==> src/rtl/bus_pkg.sv <==
// Shared definitions for the serial bus slave port: frame field widths,
// read/write encoding, FSM state encoding and burst decoding.
package bus_pkg;

  localparam int HDR_BITS = 18;
  localparam int ID_W     = 2;
  localparam int BURST_W  = 3;

  localparam logic RW_WRITE = 1'b0;
  localparam logic RW_READ  = 1'b1;

  typedef enum logic [2:0] {
    ST_IDLE   = 3'd0,
    ST_HDR    = 3'd1,
    ST_IGNORE = 3'd2,
    ST_WDATA  = 3'd3,
    ST_RREQ   = 3'd4,
    ST_RWAIT  = 3'd5,
    ST_RDATA  = 3'd6
  } state_e;

  function automatic logic [BURST_W:0] beats_from_burst(input logic [BURST_W-1:0] burst);
    return {1'b0, burst} + {{BURST_W{1'b0}}, 1'b1};
  endfunction

endpackage

==> src/rtl/serial_shifter.sv <==
// Parameterised shift register: parallel load has priority over a right
// shift that enters at the MSB; q[0] is the serial output.
module serial_shifter #(
  parameter int W = 8
) (
  input  logic         clk,
  input  logic         reset,
  input  logic         load,
  input  logic [W-1:0] load_data,
  input  logic         shift_en,
  input  logic         shift_in,
  output logic [W-1:0] q
);

  logic [W-1:0] q_r;

  // shift register state
  always_ff @(posedge clk or negedge reset) begin
    if (!reset) begin
      q_r <= {W{1'b0}};
    end else if (load) begin
      q_r <= load_data;
    end else if (shift_en) begin
      q_r <= {shift_in, q_r[W-1:1]};
    end else begin
      q_r <= q_r;
    end
  end

  assign q = q_r;

endmodule

==> src/rtl/bus_slave_port.sv <==
// Serial-bus slave port: decodes bit-serial request frames, filters on
// SLAVE_ID, drives a synchronous memory port and shifts read data back.
module bus_slave_port
  import bus_pkg::*;
#(
  parameter logic [1:0] SLAVE_ID = 2'd0,
  parameter int         ADDR_W   = 12,
  parameter int         DATA_W   = 8
) (
  input  logic              clk,
  input  logic              reset,
  input  logic              bus_valid,
  input  logic              bus_data,
  output logic              s_rvalid,
  output logic              s_rdata,
  output logic              s_ack,
  output logic              slave_busy,
  output logic [ADDR_W-1:0] mem_addr,
  output logic [DATA_W-1:0] mem_wdata,
  output logic              mem_we,
  output logic              mem_re,
  input  logic [DATA_W-1:0] mem_rdata
);

  localparam int HDR_LEN = ID_W + 1 + BURST_W + ADDR_W;
  // The last header/data bit is taken straight from bus_data, so one bit less is stored.
  localparam int SH_W    = HDR_LEN - 1;
  localparam int CNT_W   = $clog2(HDR_LEN);

  state_e              state_r, state_s;
  logic [CNT_W-1:0]    cnt_r;
  logic [ADDR_W-1:0]   addr_r;
  logic [BURST_W:0]    beats_r;
  logic [ADDR_W-1:0]   mem_addr_r;
  logic [DATA_W-1:0]   mem_wdata_r;
  logic                mem_we_r, mem_re_r, s_ack_r, s_rvalid_r, busy_r;
  logic                mem_we_s, mem_re_s, s_ack_s, s_rvalid_s, busy_s;

  logic [SH_W-1:0]     hdr_q_s;
  logic [DATA_W:0]     rd_q_s;
  logic                hdr_shift_s, rd_load_s;
  logic [DATA_W:0]     rd_load_data_s;

  logic [ID_W-1:0]     id_s;
  logic                id_check_s, id_bad_s, hdr_id_ok_s, hdr_rw_s;
  logic [BURST_W-1:0]  hdr_burst_s;
  logic [ADDR_W-1:0]   hdr_addr_s;
  logic [DATA_W-1:0]   wdata_s;
  logic                hdr_done_s, beat_done_s, rbit_done_s, last_beat_s;

  assign id_s        = {bus_data, hdr_q_s[SH_W-1]};
  assign id_check_s  = (state_r == ST_HDR) && (cnt_r == CNT_W'(1));
  assign id_bad_s    = id_check_s && (id_s != SLAVE_ID);
  assign hdr_id_ok_s = (hdr_q_s[ID_W-1:0] == SLAVE_ID);
  assign hdr_rw_s    = hdr_q_s[ID_W];
  assign hdr_burst_s = hdr_q_s[ID_W+1 +: BURST_W];
  assign hdr_addr_s  = {bus_data, hdr_q_s[SH_W-1 -: ADDR_W-1]};
  assign wdata_s     = {bus_data, hdr_q_s[SH_W-1 -: DATA_W-1]};
  assign hdr_done_s  = (state_r == ST_HDR) && bus_valid && (cnt_r == CNT_W'(HDR_LEN-1));
  assign beat_done_s = (state_r == ST_WDATA) && bus_valid && (cnt_r == CNT_W'(DATA_W-1));
  // A sentinel 1 loaded above the data byte marks the last bit once it reaches bit 1.
  assign rbit_done_s = (state_r == ST_RDATA) && (rd_q_s[DATA_W:1] == {{(DATA_W-1){1'b0}}, 1'b1});
  assign last_beat_s = (beats_r == {{BURST_W{1'b0}}, 1'b1});

  assign hdr_shift_s    = bus_valid && ((state_r == ST_IDLE) || (state_r == ST_HDR) || (state_r == ST_WDATA));
  assign rd_load_s      = (state_r == ST_RWAIT) || rbit_done_s;
  assign rd_load_data_s = (state_r == ST_RWAIT) ? {1'b1, mem_rdata} : {(DATA_W+1){1'b0}};

  serial_shifter #(.W(SH_W)) u_hdr_shifter (
    .clk       (clk),
    .reset     (reset),
    .load      (1'b0),
    .load_data ({SH_W{1'b0}}),
    .shift_en  (hdr_shift_s),
    .shift_in  (bus_data),
    .q         (hdr_q_s)
  );

  serial_shifter #(.W(DATA_W+1)) u_rd_shifter (
    .clk       (clk),
    .reset     (reset),
    .load      (rd_load_s),
    .load_data (rd_load_data_s),
    .shift_en  (state_r == ST_RDATA),
    .shift_in  (1'b0),
    .q         (rd_q_s)
  );

  // state register
  always_ff @(posedge clk or negedge reset) begin
    if (!reset) begin
      state_r <= ST_IDLE;
    end else begin
      state_r <= state_s;
    end
  end

  // next-state decode
  always_comb begin
    state_s = state_r;
    case (state_r)
      ST_IDLE:   state_s = bus_valid ? ST_HDR : ST_IDLE;
      ST_HDR: begin
        if (!bus_valid) begin
          state_s = ST_IDLE;
        end else if (id_bad_s) begin
          state_s = ST_IGNORE;
        end else if (hdr_done_s) begin
          if (!hdr_id_ok_s) begin
            state_s = ST_IGNORE;
          end else begin
            state_s = (hdr_rw_s == RW_READ) ? ST_RREQ : ST_WDATA;
          end
        end else begin
          state_s = ST_HDR;
        end
      end
      ST_IGNORE: state_s = bus_valid ? ST_IGNORE : ST_IDLE;
      ST_WDATA: begin
        if (!bus_valid) begin
          state_s = ST_IDLE;
        end else if (beat_done_s && last_beat_s) begin
          state_s = ST_IDLE;
        end else begin
          state_s = ST_WDATA;
        end
      end
      ST_RREQ:   state_s = ST_RWAIT;
      ST_RWAIT:  state_s = ST_RDATA;
      ST_RDATA: begin
        if (rbit_done_s) begin
          state_s = last_beat_s ? ST_IDLE : ST_RREQ;
        end else begin
          state_s = ST_RDATA;
        end
      end
      default:   state_s = ST_IDLE;
    endcase
  end

  // next values of the registered strobes and status
  always_comb begin
    mem_we_s   = beat_done_s;
    mem_re_s   = (state_s == ST_RREQ);
    s_ack_s    = (beat_done_s || rbit_done_s) && last_beat_s;
    s_rvalid_s = (state_s == ST_RDATA);
    busy_s     = (state_s != ST_IDLE);
  end

  // datapath: bit counter, beat address/count and memory port registers
  always_ff @(posedge clk or negedge reset) begin
    if (!reset) begin
      cnt_r       <= {CNT_W{1'b0}};
      addr_r      <= {ADDR_W{1'b0}};
      beats_r     <= {(BURST_W+1){1'b0}};
      mem_addr_r  <= {ADDR_W{1'b0}};
      mem_wdata_r <= {DATA_W{1'b0}};
      mem_we_r    <= 1'b0;
      mem_re_r    <= 1'b0;
      s_ack_r     <= 1'b0;
      s_rvalid_r  <= 1'b0;
      busy_r      <= 1'b0;
    end else begin
      mem_we_r   <= mem_we_s;
      mem_re_r   <= mem_re_s;
      s_ack_r    <= s_ack_s;
      s_rvalid_r <= s_rvalid_s;
      busy_r     <= busy_s;
      case (state_r)
        ST_IDLE: cnt_r <= bus_valid ? CNT_W'(1) : {CNT_W{1'b0}};
        ST_HDR: begin
          if (hdr_done_s) begin
            cnt_r   <= {CNT_W{1'b0}};
            addr_r  <= hdr_addr_s;
            beats_r <= beats_from_burst(hdr_burst_s);
            if (hdr_rw_s == RW_READ) begin
              mem_addr_r <= hdr_addr_s;
            end
          end else begin
            cnt_r <= cnt_r + CNT_W'(1);
          end
        end
        ST_WDATA: begin
          if (beat_done_s) begin
            cnt_r       <= {CNT_W{1'b0}};
            mem_addr_r  <= addr_r;
            mem_wdata_r <= wdata_s;
            addr_r      <= addr_r + ADDR_W'(1);
            beats_r     <= beats_r - {{BURST_W{1'b0}}, 1'b1};
          end else begin
            cnt_r <= cnt_r + CNT_W'(1);
          end
        end
        ST_RDATA: begin
          if (rbit_done_s) begin
            addr_r     <= addr_r + ADDR_W'(1);
            mem_addr_r <= addr_r + ADDR_W'(1);
            beats_r    <= beats_r - {{BURST_W{1'b0}}, 1'b1};
          end
        end
        default: ;
      endcase
    end
  end

  assign mem_addr   = mem_addr_r;
  assign mem_wdata  = mem_wdata_r;
  assign mem_we     = mem_we_r;
  assign mem_re     = mem_re_r;
  assign s_ack      = s_ack_r;
  assign s_rvalid   = s_rvalid_r;
  assign s_rdata    = rd_q_s[0];
  assign slave_busy = busy_r;

endmodule

==> config.mk <==
export PLATFORM = sky130hd
export DESIGN_NAME = bus_slave_port
export DESIGN_NICKNAME = d
export VERILOG_FILES = /design/src/rtl/bus_pkg.sv /design/src/rtl/serial_shifter.sv /design/src/rtl/bus_slave_port.sv
export SDC_FILE = /design/constraint.sdc
export NUM_CORES = 1
export LEC_CHECK = 0
export CORE_ASPECT_RATIO = 0.75
export CORE_MARGIN = 1.5
export CORE_UTILIZATION = 54
export CTS_CLUSTER_DIAMETER = 40
export CTS_CLUSTER_SIZE = 28
export DETAILED_ROUTE_END_ITERATION = 6
export MAX_ROUTING_LAYER = met4
export PLACE_DENSITY = 0.85
export SKIP_LAST_GASP = 1
export SLEW_MARGIN = 20
export SYNTH_ARGS = -nofsm -noshare
export SYNTH_HDL_FRONTEND = slang
export SYNTH_HIERARCHICAL = 1
export SYNTH_SLANG_ARGS = --single-unit
==> constraint.sdc <==
create_clock -name clk -period 6.1 [get_ports clk]
set_clock_uncertainty 0.15 [all_clocks]
set_input_delay 1.22 -clock clk [delete_from_list [all_inputs] [get_ports clk]]
set_output_delay 1.22 -clock clk [all_outputs]
set_load 0.02 [all_outputs]
; ---- Word level (Yosys, flattened, before mapping)
; Index checks and enable logic that the tools add are counted.
; W data, S select, Z words.
[word_totals]
ff_bits = 75
latch_bits = 0
mem_bits_rw = 0
romBits = 0
inputBits = 12
output_inout_bits = 26
wordCells = 89
memories = 0
[op_classes]
add_sub_neg = 4
n_mul = 0
n_div = 0
n_lt_le_gt_ge = 0
eq_ne = 17
shift = 0
muxes = 31
n_bitwise = 0
n_reduce_logical = 24
[op_table]
columns = operator, count
row1 = $mux W12, 6
row2 = $pmux W12 S3, 2
row3 = $mux W9, 3
row4 = $mux W3, 7
row5 = $pmux W3 S7, 1
row6 = $eq A3 B3 Y1 const B, 5
row7 = $pmux W5 S3, 1
row8 = $add A12 B1 Y12 const B, 1
row9 = $mux W4, 3
row10 = $pmux W4 S3, 1
row11 = $logic_and A1 B1 Y1, 10
row12 = $mux W5, 2
row13 = $reduce_bool A3 Y1, 3
row14 = $eq A8 B1 Y1 const B, 1
row15 = $eq A3 B2 Y1 const B, 2
row16 = $mux W2, 3
row17 = $ne A2 B2 Y1 const B, 3
row18 = $add A5 B1 Y5 const B, 1
row19 = $eq A5 B1 Y1 const B, 1
row20 = $eq A5 B3 Y1 const B, 1
row21 = $eq A5 B5 Y1 const B, 1
row22 = $reduce_and A5 Y1, 1
row23 = $add A3 B1 Y4 const B, 1
row24 = $eq A4 B1 Y1 const B, 1
row25 = other kinds (10), 15

; ---- Longest topological paths before layout
; Gate-level depths: netlist (run 1).
[logic_depth]
word_depth = 8
depth_mapped = 11
ltp_nobuf = 6

; ---- Hierarchy
; Netlist (run 1), hierarchy kept.
[modules_own_cells]
columns = mod, instances, cells_each, area_each_um2
row1 = bus_slave_port, 1, 363, 3324.4
row2 = serial_shifter (u_hdr_shifter), 1, 73, 793.3
row3 = serial_shifter (u_rd_shifter), 1, 39, 431.7

; ---- Worst setup path after synthesis (run 1)
; OpenSTA, ideal clock, no wires.
[synth_path]
path_kind = input to register
start = in bus_valid
end = reg addr_r[6]
setup_time_ns = 0.121
t_arrival_ns = 2.261
t_required_ns = 5.829
setup_slack_ns = 3.568
stages = 6
n_path_buf = 2
cell_sequence = and4bb_2 a21boi_1 buf_2 nor2_1 buf_2 o22a_1
[synth_via]
elab_chain_len = 4
elab_cells_between_ends = 7
[synth_lines]
columns = item, line
row1 = from (decl), bus_slave_port.sv:12  ; input logic bus_valid,
row2 = "$logic_and A1 B1 Y1, on equally long branches (2 in a row)", "bus_slave_port.sv:60, bus_slave_port.sv:59"
row3 = $ne A2 B2 Y1 (no line), --
row4 = $reduce_and A4 Y1 (no line) *, --
row5 = to (signal assigned), bus_slave_port.sv:154  ; addr_r <= {ADDR_W{1'b0}};
row6 = to (signal assigned), bus_slave_port.sv:174  ; addr_r <= hdr_addr_s;
row7 = to (signal assigned), bus_slave_port.sv:188  ; addr_r <= addr_r + ADDR_W'(1);
row8 = to (decl), bus_slave_port.sv:32  ; logic [ADDR_W-1:0] addr_r;
; Mark *: on every way between the ends. The rest lies on a longest branch, timed or not.
; A chain may end at the register's enable or synchronous reset.

; ---- Final worst setup path (run 1)
[layout_path]
start = in bus_valid
end = reg mem_addr_r[8] (netlist: mem_addr[8])
[layout_via]
elab_chain_len = 4
elab_cells_between_ends = 7
[layout_lines]
columns = item, line
row1 = "$logic_and A1 B1 Y1, on equally long branches (2 in a row)", "bus_slave_port.sv:60, bus_slave_port.sv:59"
row2 = $ne A2 B2 Y1 (no line), --
row3 = $reduce_and A5 Y1 (no line) *, --
row4 = to (signal assigned), bus_slave_port.sv:156  ; mem_addr_r <= {ADDR_W{1'b0}};
row5 = to (signal assigned), bus_slave_port.sv:177  ; mem_addr_r <= hdr_addr_s;
row6 = to (signal assigned), bus_slave_port.sv:186  ; mem_addr_r <= addr_r;
row7 = to (decl), bus_slave_port.sv:34  ; logic [ADDR_W-1:0] mem_addr_r;
; Marked as above.

==> results of run 1 <==
-- layout by cell type (no fill, tap or decap), drive strengths merged, types with 3 or more instances in the layout --
| master | count |
|---|---|
| o22ai | 15 |
| ha | 6 |
| clkbuf | 10 |
| a211oi | 3 |
| mux2i | 33 |
| o41ai | 6 |
| a22oi | 6 |
| nand3 | 20 |
| a21oi | 19 |
| o21ai | 34 |
| o31a | 4 |
| a31oi | 9 |
| clkdlybuf4s50 | 36 |
| o31ai | 5 |
| o221ai | 7 |
| dfrtp | 75 |
| or2 | 5 |
| o2bb2ai | 8 |
| nor3 | 15 |
| and3 | 3 |
| nand4 | 5 |
| and2 | 9 |
| buf | 5 |
| xor2 | 3 |
| conb | 25 |
| nand2 | 40 |
| inv | 19 |
| a2bb2oi | 7 |
| nor2 | 15 |
| nor4 | 4 |
| nand2b | 6 |
| mux2 | 11 |
| nor3b | 4 |
| o22a | 4 |
| o211ai | 4 |
-- per-layer routing --
layer / vias to the layer above / wire length (um)
li1: 1857 / -
met1: 1989 / 5326
met2: 207 / 5504
met3: 24 / 973
met4: 0 / 285
met5: - / 0
-- where the power goes --
group / switching [uW] / total [uW] / internal [uW]
combinational: 225 / 364 / 138
sequential: 58.3 / 593 / 535
clock: 197 / 443 / 246
-- cell type report --
class,count,share of cell area [%]
inverter,17,1.226
multi-input combinational,371,48.08
clock inverter,6,1.827
sequential,75,36.06
timing repair buffer,41,7.644
tap,105,2.524
clock buffer,10,2.644
-- sequential cells by signal (all words and copies together), names as in the netlist, 3 cells and up --
name,count
beats_r,4
state_r,3
cnt_r,5
u_rd_shifter/q,9
u_hdr_shifter/q,17
mem_wdata,8
mem_addr,12
addr_r,12
-- worst min path at each step --
stage / slack, ns / cells past startpoint / from / end
2_1_floorplan: 0.34 / 2 / beats_r[1]$_DFFE_PN0P_ / beats_r[1]$_DFFE_PN0P_
3_3_place_gp: 0.34 / 1 / mem_wdata[7]$_DFFE_PN0P_ / mem_wdata[7]$_DFFE_PN0P_
3_5_place_dp: 0.34 / 1 / mem_wdata[7]$_DFFE_PN0P_ / mem_wdata[7]$_DFFE_PN0P_
4_1_cts: 0.36 / 1 / mem_wdata[7]$_DFFE_PN0P_ / mem_wdata[7]$_DFFE_PN0P_
5_1_grt: 0.38 / 1 / mem_wdata[5]$_DFFE_PN0P_ / mem_wdata[5]$_DFFE_PN0P_
6_report: 0.36 / 1 / mem_addr[0]$_DFFE_PN0P_ / mem_addr[0]$_DFFE_PN0P_
-- per-stage QoR --
step	hold WS, ns	power [uW]	setup slack [ns]	instances	cell area, um2
after floorplan	0.3426	849.9	3.568	499	4639
after global placement	0.3380	936.8	2.274	609	4967
after detailed placement	0.3445	949.8	2.140	609	4967
after CTS	0.3638	1395	2.497	625	5200
after global routing	0.3769	1461	2.321	625	5205
final	0.3612	1400	2.403	625	5205
-- logic make-up after synthesis --
family | Yosys count
AO/OA/AOI/OAI | 148
XOR/XNOR | 4
adder cells (fa/ha/maj) | 6
buffers and inverters | 53
flip-flops | 75
multiplexers | 44
other | 1
AND/OR/NAND/NOR | 144
==> flow_metrics.py, run 1 <==
metrics = {
    "logic_synthesis": {
        "synth_area_leaders": "dfrtp_1, mux2i_1, nand2_1",
        "synth_common_cells": "dfrtp_1, nand2_1, mux2i_1",
        "synth_top_family_by_area": "compound AO/OA/AOI/OAI gates",
        "synth_compound_area_share_pct": 22.74,
        "ys_types": 71,
        "synthSimpleGateAreaFrac_pct": 17.46,
        "yosysWarnings": 6,
        "synthXorXnorAreaFrac_pct": 0.9351,
        "synth.avg_cell_area_um2": 9.578,
        "netlist_instances": 475,
        "ys_seq_area_share_pct": 41.25,
        "synth_seq_cells": 75,
        "synth_edf_count": 0,
        "async_reset_ff_share_pct": 100.0,
        "yosysTopAreaCell": "dfrtp_1",
        "synth.cell_area_um2": 4549,
        "synth_top_area_share_pct": 41.25,
        "synth_most_common_cell": "dfrtp_1",
        "muxShareOfSynthArea_pct": 9.983,
        "synthAdderAreaFrac_pct": 1.650,
        "synth-main-ff-cell": "dfrtp_1",
    },
    "cells_and_area": {
        "multi_input_area_um2": 2502,
        "area_growth_pct": 14.41,
        "regArea_um2": 1877,
        "fillCellCount": 628,
        "drive_above_1_share_pct": 9.615,
        "antenna_cells": 0,
        "nNetsFinal": 533,
        "fin_util_pct": 64.88,
    },
    "worst_setup_path": {
        "path_depth": 5,
        "r2r_end": "mem_addr[8]$_DFFE_PN0P_",
        "slowest_delay_ns": 0.78,
        "r2r_cells": 6,
        "worst-path-buf-inv": 1,
        "critical-path-top-delay-family": "compound AO/OA/AOI/OAI gates",
        "r2r-start": "state_r[1]$_DFF_PN0_",
        "slowest_stage": "a21boi_1",
        "critPathKind": "primary input to flop",
        "critical_path.cell_chain": "clkdlybuf4s50_1 -> and4bb_2 -> a21boi_1 -> a21oi_1 -> o41ai_1",
        "cp.arrival_ns": 3.78,
        "crit_fanout": 11,
        "endpoint": "mem_addr[8]$_DFFE_PN0P_",
        "worstSetupEndpointType": "flop",
        "rrSetupSlack_ns": 2.85,
        "required_ns": 6.18,
        "critPathLaunch": "bus_valid",
        "critPathLaunchType": "primary input",
    },
    "timing": {
        "rsz0062_at_grt": "no",
        "worstMarginPinSlew_ns": 1.003,
        "period_needed_ns": 3.697,
        "tns_ns": 0,
        "relSlewSlack_pct": 32.63,
        "final-hold-violation-count": 0,
        "max_freq_mhz": 270.5,
        "slew_violations": 0,
        "setup_viol": 0,
        "post-route-period-util_pct": 60.61,
    },
    "clock_network": {
        "cts_buffers": 9,
        "cts-hold-fix-buffers": 0,
        "cts_buffer_depth": 2,
        "clkTransAtPathRegs_ns": 0.08,
        "post_cts_resized": 0,
        "cts.sinks": 75,
        "cts_tree": "done",
        "htreeDepth": 3,
        "clock_latency_ns": 0.35,
        "postCtsSetupBuffers": 0,
        "clockRootBuffer": "clkbuf_8",
    },
    "global_route": {
        "grt_pass1_wl_um": 19680,
        "grt_most_used_layer": "met2",
        "met2_usage_pct": 43.88,
        "antenna_found_initial": 0,
        "first_global_vias": 3843,
        "groute.usage.overall_pct": 29.67,
        "grt_overflow": 0,
        "use_met1_pct": 40.91,
        "grtUsageMet3_pct": 5.495,
        "grt_max_degree": 76,
    },
    "drt": {
        "vias": 4077,
        "wire_per_inst_um": 19.34,
        "remaining_drc_errors": 0,
        "firstDrtPassIters": 7,
        "via_per_inst": 6.523,
        "routed_wl_um": 12090,
        "drtIter0Drc": 474,
        "ant_nets": 0,
    },
    "die": {
        "die_y_um": 82.49,
        "core_area_um2": 8023,
        "initial_core_util_pct": 56.71,
        "die_width_um": 109.0,
        "io_pins": 38,
        "std_cell_rows": 28,
        "dieArea_um2": 8990,
    },
    "outcome": {
        "status": "finished, final reports clean",
    },
    "place": {
        "io_buffers": 37,
        "dp_hpwl_um": 7986,
        "place.gp.congestion": 0.9809,
    },
    "hold_path": {
        "hold_path.class": "flop to flop",
    },
    "power": {
        "p_leak_uw": 0.002132,
        "max-vdd-ir-drop_mv": 0.1682,
        "power_density_nw_per_um2": 268.9,
    },
    "run": {
        "max-cap-violations": 0,
    },
}
(Power assumes the default switching activity.)
==> run 2, diff against run 1 <==
--- a/config.mk
+++ b/config.mk
@@ -7,12 +7,12 @@
 export LEC_CHECK = 0
 export CORE_ASPECT_RATIO = 0.75
 export CORE_MARGIN = 1.5
-export CORE_UTILIZATION = 54
+export CORE_UTILIZATION = 53
 export CTS_CLUSTER_DIAMETER = 40
 export CTS_CLUSTER_SIZE = 28
 export DETAILED_ROUTE_END_ITERATION = 6
 export MAX_ROUTING_LAYER = met4
-export PLACE_DENSITY = 0.85
+export PLACE_DENSITY = 0.87
 export SKIP_LAST_GASP = 1
 export SLEW_MARGIN = 20
 export SYNTH_ARGS = -nofsm -noshare
==> constraint.sdc (replaced) <==
create_clock -name clk -period 3.05 [get_ports clk]
set_clock_uncertainty 0.15 [all_clocks]
set_input_delay 0.61 -clock clk [delete_from_list [all_inputs] [get_ports clk]]
set_output_delay 0.61 -clock clk [all_outputs]
set_load 0.02 [all_outputs]
==> flow_metrics.py, run 2 (synthesis gave the netlist of run 1 again) <==
metrics = {
    "outcome": {
        "status": "finished with violations",
        "violations": "hold timing",
    },
    "timing": {
        "period_needed_ns": 2.801,
        "final-hold-violation-count": 19,
        "relSlewSlack_pct": 48.98,
        "fin_hold_ws_ns": -0.01220,
        "worstMarginPinSlew_ns": 0.7653,
        "setup_viol": 0,
        "tns_ns": 0,
        "rsz0062_at_grt": "no",
        "slew_violations": 0,
        "post-route-period-util_pct": 91.82,
        "max_freq_mhz": 357.1,
    },
    "cells_and_area": {
        "mostFrequentLayoutCells": "dfrtp_1, nand2_1, clkdlybuf4s50_1",
        "largest_reg_flops": 17,
        "area_growth_pct": 19.03,
        "fillCellCount": 680,
        "drive_above_1_share_pct": 12.31,
        "final_common_cell": "dfrtp_1",
        "stdcell_area_um2": 5415,
        "antenna_cells": 0,
        "nNetsFinal": 549,
        "regArea_um2": 1877,
        "multi_input_area_um2": 2497,
        "fin_util_pct": 64.61,
    },
    "drt": {
        "via_per_inst": 6.480,
        "remaining_drc_errors": 0,
        "ant_nets": 0,
        "wire_per_inst_um": 18.96,
        "firstDrtPassIters": 5,
        "drtIter0Drc": 410,
        "routed_wl_um": 12210,
        "vias": 4173,
    },
    "power": {
        "p_leak_uw": 0.002238,
        "max-vdd-ir-drop_mv": 0.4192,
        "total_power_uw": 3036,
        "power_density_nw_per_um2": 560.7,
    },
    "clock_network": {
        "post_cts_resized": 0,
        "htreeDepth": 3,
        "cts_buffer_depth": 2,
        "clkTransAtPathRegs_ns": 0.06,
        "clockRootBuffer": "clkbuf_16",
        "cts.sinks": 75,
        "cts-hold-fix-buffers": 0,
        "postCtsSetupBuffers": 0,
        "clock_latency_ns": 0.35,
        "cts_tree": "done",
        "cts_buffers": 9,
    },
    "worst_setup_path": {
        "slowest_delay_ns": 0.84,
        "r2r_cells": 5,
        "worstSetupEndpointType": "flop",
        "critPathKind": "flop to flop",
        "required_ns": 3.09,
        "worst-path-buf-inv": 1,
        "crit_fanout": 19,
        "critical_path.cell_chain": "nand3b_1 -> inv_1 -> and3_1 -> a21oi_1 -> o41ai_1",
        "r2r_end": "mem_addr[4]$_DFFE_PN0P_",
        "r2r-start": "state_r[0]$_DFF_PN0_",
        "critical-path-top-delay-family": "flip-flops",
        "cp.arrival_ns": 2.85,
        "slowest_stage": "dfrtp_1",
        "critPathLaunchType": "flop",
        "rrSetupSlack_ns": 0.25,
    },
    "place": {
        "io_buffers": 37,
        "dp_hpwl_um": 8245,
        "place_area_um2": 5084,
        "place.gp.congestion": 0.9909,
    },
    "global_route": {
        "antenna_found_initial": 0,
        "first_global_vias": 3940,
        "grt_pass1_wl_um": 19890,
        "grt_overflow": 0,
        "groute.usage.overall_pct": 29.50,
        "grt_max_degree": 76,
    },
    "die": {
        "die_y_um": 83.24,
        "dieArea_um2": 9154,
        "io_pins": 38,
        "initial_core_util_pct": 54.28,
        "die_width_um": 110.0,
        "std_cell_rows": 29,
        "core_area_um2": 8382,
    },
    "run": {
        "max-cap-violations": 0,
    },
    "hold_path": {
        "hold_path.class": "primary input to asynchronous set/reset pin",
    },
}
[run 2: cell types whose count changed in the layout (fill, tap and decap cells not counted), moves of 2 or more]
cell        before  now
buf_4            5   20
clkbuf_16        0    9
clkbuf_8        10    1
clkinvlp_4       0    4
clkinv_4         2    0
inv_6            2    0
[run 2: final cells by class]
type,instances,area share (%)
repair buffers,57,9.935
clock inverters,6,1.201
well taps,108,2.495
inverters,17,1.178
clock buffers,10,4.413
multi-input cells,371,46.12
flip-flops and latches,75,34.66
[run 2: worst max path at each step]
stage                              start                             end  slack [ns]  cells after the start
CTS                 state_r[0]$_DFF_PN0_         mem_addr[4]$_DFFE_PN0P_        0.37                      5
global route        state_r[0]$_DFF_PN0_         mem_addr[4]$_DFFE_PN0P_        0.14                      5
detailed placement             bus_valid         mem_addr[4]$_DFFE_PN0P_        0.27                      5
floorplan           state_r[2]$_DFF_PN0_  u_hdr_shifter/q[4]$_DFFE_PN0P_        0.93                      9
global placement               bus_valid         mem_addr[4]$_DFFE_PN0P_        0.44                      5
finish              state_r[0]$_DFF_PN0_         mem_addr[4]$_DFFE_PN0P_        0.25                      5
[run 2: power by group]
group	leakage [uW]	switching [uW]	total, uW	internal, uW
sequential	0.000914	158	1230	1070
clock	0.000137	440	1090	654
combinational	0.00119	413	714	300
[run 2: per-layer routing]
metal	global-route usage, %	vias up	wire length (um)
met4	12.16	0	317
met5	-	-	0
met3	9.262	36	1149
li1	-	1889	-
met2	40.54	223	5510
met1	40.13	2025	5230
[run 2: metrics by stage]
stage	cells	setup WS [ns]
6_report	644	0.2494
5_1_grt	644	0.1360
4_1_cts	643	0.3665
3_5_place_dp	627	0.2651
3_3_place_gp	627	0.4360
2_1_floorplan	499	0.9298
==> run 3, diff against run 2 <==
--- a/config.mk
+++ b/config.mk
@@ -7,12 +7,12 @@
 export LEC_CHECK = 0
 export CORE_ASPECT_RATIO = 0.75
 export CORE_MARGIN = 1.5
-export CORE_UTILIZATION = 53
+export CORE_UTILIZATION = 54
 export CTS_CLUSTER_DIAMETER = 40
 export CTS_CLUSTER_SIZE = 28
 export DETAILED_ROUTE_END_ITERATION = 6
 export MAX_ROUTING_LAYER = met4
-export PLACE_DENSITY = 0.87
+export PLACE_DENSITY = 0.85
 export SKIP_LAST_GASP = 1
 export SLEW_MARGIN = 20
 export SYNTH_ARGS = -nofsm -noshare
==> constraint.sdc (replaced) <==
create_clock -name clk -period 2.9 [get_ports clk]
set_clock_uncertainty 0.15 [all_clocks]
set_input_delay 0.58 -clock clk [delete_from_list [all_inputs] [get_ports clk]]
set_output_delay 0.58 -clock clk [all_outputs]
set_load 0.02 [all_outputs]
==> flow_metrics.py, run 3 (synthesis gave the netlist of run 1 again) <==
metrics = {
    "cells_and_area": {
        "fillCellCount": 614,
        "mostFrequentLayoutCells": "dfrtp_1, nand2_1, clkdlybuf4s50_1",
        "regArea_um2": 1877,
        "area_growth_pct": 16.67,
        "drive_above_1_share_pct": 12.15,
        "largest_reg_flops": 17,
        "antenna_cells": 0,
        "nNetsFinal": 548,
        "final_common_cell": "dfrtp_1",
        "multi_input_area_um2": 2497,
    },
    "power": {
        "switching_share_pct": 34.78,
        "total_power_uw": 2963,
        "p_comb_share_pct": 25.1,
        "power_density_nw_per_um2": 558.2,
        "p_clk_share_pct": 31.7,
        "internal_power_uw": 1932,
        "max-vdd-ir-drop_mv": 0.4317,
        "p_leak_uw": 0.002205,
        "sequentialPowerShare_pct": 43.2,
        "p_sw_uw": 1030,
    },
    "clock_network": {
        "htreeDepth": 3,
        "cts_tree": "done",
        "clockRootBuffer": "clkbuf_8",
        "post_cts_resized": 0,
        "clock_latency_ns": 0.37,
        "cts_buffer_depth": 2,
        "cts_buffers": 9,
        "cts-hold-fix-buffers": 0,
        "clkTransAtPathRegs_ns": 0.09,
        "postCtsSetupBuffers": 0,
        "cts.sinks": 75,
    },
    "drt": {
        "drtIter0Drc": 633,
        "wire_per_inst_um": 19.53,
        "via_per_inst": 6.433,
        "routed_wl_um": 12500,
        "remaining_drc_errors": 0,
        "ant_nets": 0,
        "vias": 4117,
        "firstDrtPassIters": 5,
    },
    "die": {
        "die_width_um": 109.0,
        "std_cell_rows": 28,
        "initial_core_util_pct": 56.71,
        "die_y_um": 82.49,
        "io_pins": 38,
        "dieArea_um2": 8990,
        "core_area_um2": 8023,
    },
    "timing": {
        "fin_hold_ws_ns": 0.1929,
        "setup_viol": 0,
        "period_needed_ns": 2.681,
        "relSlewSlack_pct": 35.41,
        "max_freq_mhz": 373.0,
        "slew_violations": 0,
        "tns_ns": 0,
        "rsz0062_at_grt": "no",
        "final-hold-violation-count": 0,
        "post-route-period-util_pct": 92.46,
        "worstMarginPinSlew_ns": 0.9689,
    },
    "place": {
        "dp_hpwl_um": 8583,
        "io_buffers": 37,
        "place.gp.congestion": 1.001,
    },
    "worst_setup_path": {
        "r2r-start": "state_r[1]$_DFF_PN0_",
        "slowest_stage": "dfrtp_1",
        "critPathLaunch": "state_r[1]$_DFF_PN0_",
        "endpoint": "mem_addr[8]$_DFFE_PN0P_",
        "worstSetupEndpointType": "flop",
        "critPathLaunchType": "flop",
        "critical-path-top-delay-family": "simple AND/OR/NAND/NOR gates",
        "rrSetupSlack_ns": 0.22,
        "required_ns": 3.00,
        "critPathKind": "flop to flop",
        "r2r_end": "mem_addr[8]$_DFFE_PN0P_",
        "path_depth": 5,
        "crit_fanout": 15,
        "critical_path.cell_chain": "nand3b_1 -> inv_1 -> and3_1 -> a21oi_1 -> o41ai_1",
        "slowest_delay_ns": 0.64,
        "worst-path-buf-inv": 1,
        "cp.arrival_ns": 2.78,
        "r2r_cells": 5,
    },
    "global_route": {
        "first_global_vias": 3960,
        "grt_overflow": 0,
        "antenna_found_initial": 0,
        "grt_pass1_wl_um": 20330,
        "groute.usage.overall_pct": 31.22,
        "grt_max_degree": 76,
    },
    "hold_path": {
        "hold_path.class": "primary input to asynchronous set/reset pin",
    },
    "run": {
        "max-cap-violations": 0,
    },
    "outcome": {
        "status": "finished, final reports clean",
    },
}
==> run 3: cell count changes in the layout (fill, tap and decap cells not counted), sizes merged <==
cell / delta
clkbuf: -1
buf: -1
inv: +4
bufinv: +1
clkinvlp: -4
==> run 3: area by class of cell <==
class,instances,area share (%)
clock buffer,9,2.334
clock inverter,7,1.957
inverter,17,1.202
multi-input combinational,371,47.05
sequential,75,35.36
tap,105,2.475
timing repair buffer,56,9.618
==> run 3: worst min path at each step <==
stage	startpoint	end	slack, ns	cells after the start
6_report	reset	cnt_r[4]$_DFFE_PN0P_	0.19	1
4_1_cts	reset	cnt_r[4]$_DFFE_PN0P_	0.24	1
2_1_floorplan	reset	addr_r[0]$_DFFE_PN0P_	0.13	0
3_5_place_dp	mem_wdata[6]$_DFFE_PN0P_	mem_wdata[6]$_DFFE_PN0P_	0.35	1
3_3_place_gp	mem_wdata[6]$_DFFE_PN0P_	mem_wdata[6]$_DFFE_PN0P_	0.34	1
5_1_grt	reset	cnt_r[4]$_DFFE_PN0P_	0.28	1
==> run 3: power by group through the flow <==
stage	clock network (uW)	registers (uW)	logic [uW]
2_1_floorplan	0	1240	552
3_3_place_gp	0	1290	695
3_5_place_dp	0	1290	720
4_1_cts	952	1270	726
5_1_grt	995	1300	812
6_report	939	1280	745
==> run 3: through the flow <==
stage / instance area (um2) / cells / setup WS (ns) / utilization (%)
floorplan: 4639 / 499 / 0.7798 / -
global placement: 5080 / 624 / 0.3501 / 63.32
detailed placement: 5080 / 624 / 0.2358 / 63.32
CTS: 5308 / 640 / 0.3164 / 66.16
global route: 5308 / 640 / 0.1087 / 66.16
finish: 5308 / 640 / 0.2188 / 66.16
==> run 3: per-layer routing <==
layer | up-vias | wire length [um] | track usage, %
li1 | 1882 | - | -
met5 | - | 0 | -
met2 | 241 | 5527 | 45.69
met1 | 1964 | 5339 | 40.82
met4 | 0 | 276 | 11.71
met3 | 30 | 1356 | 9.733
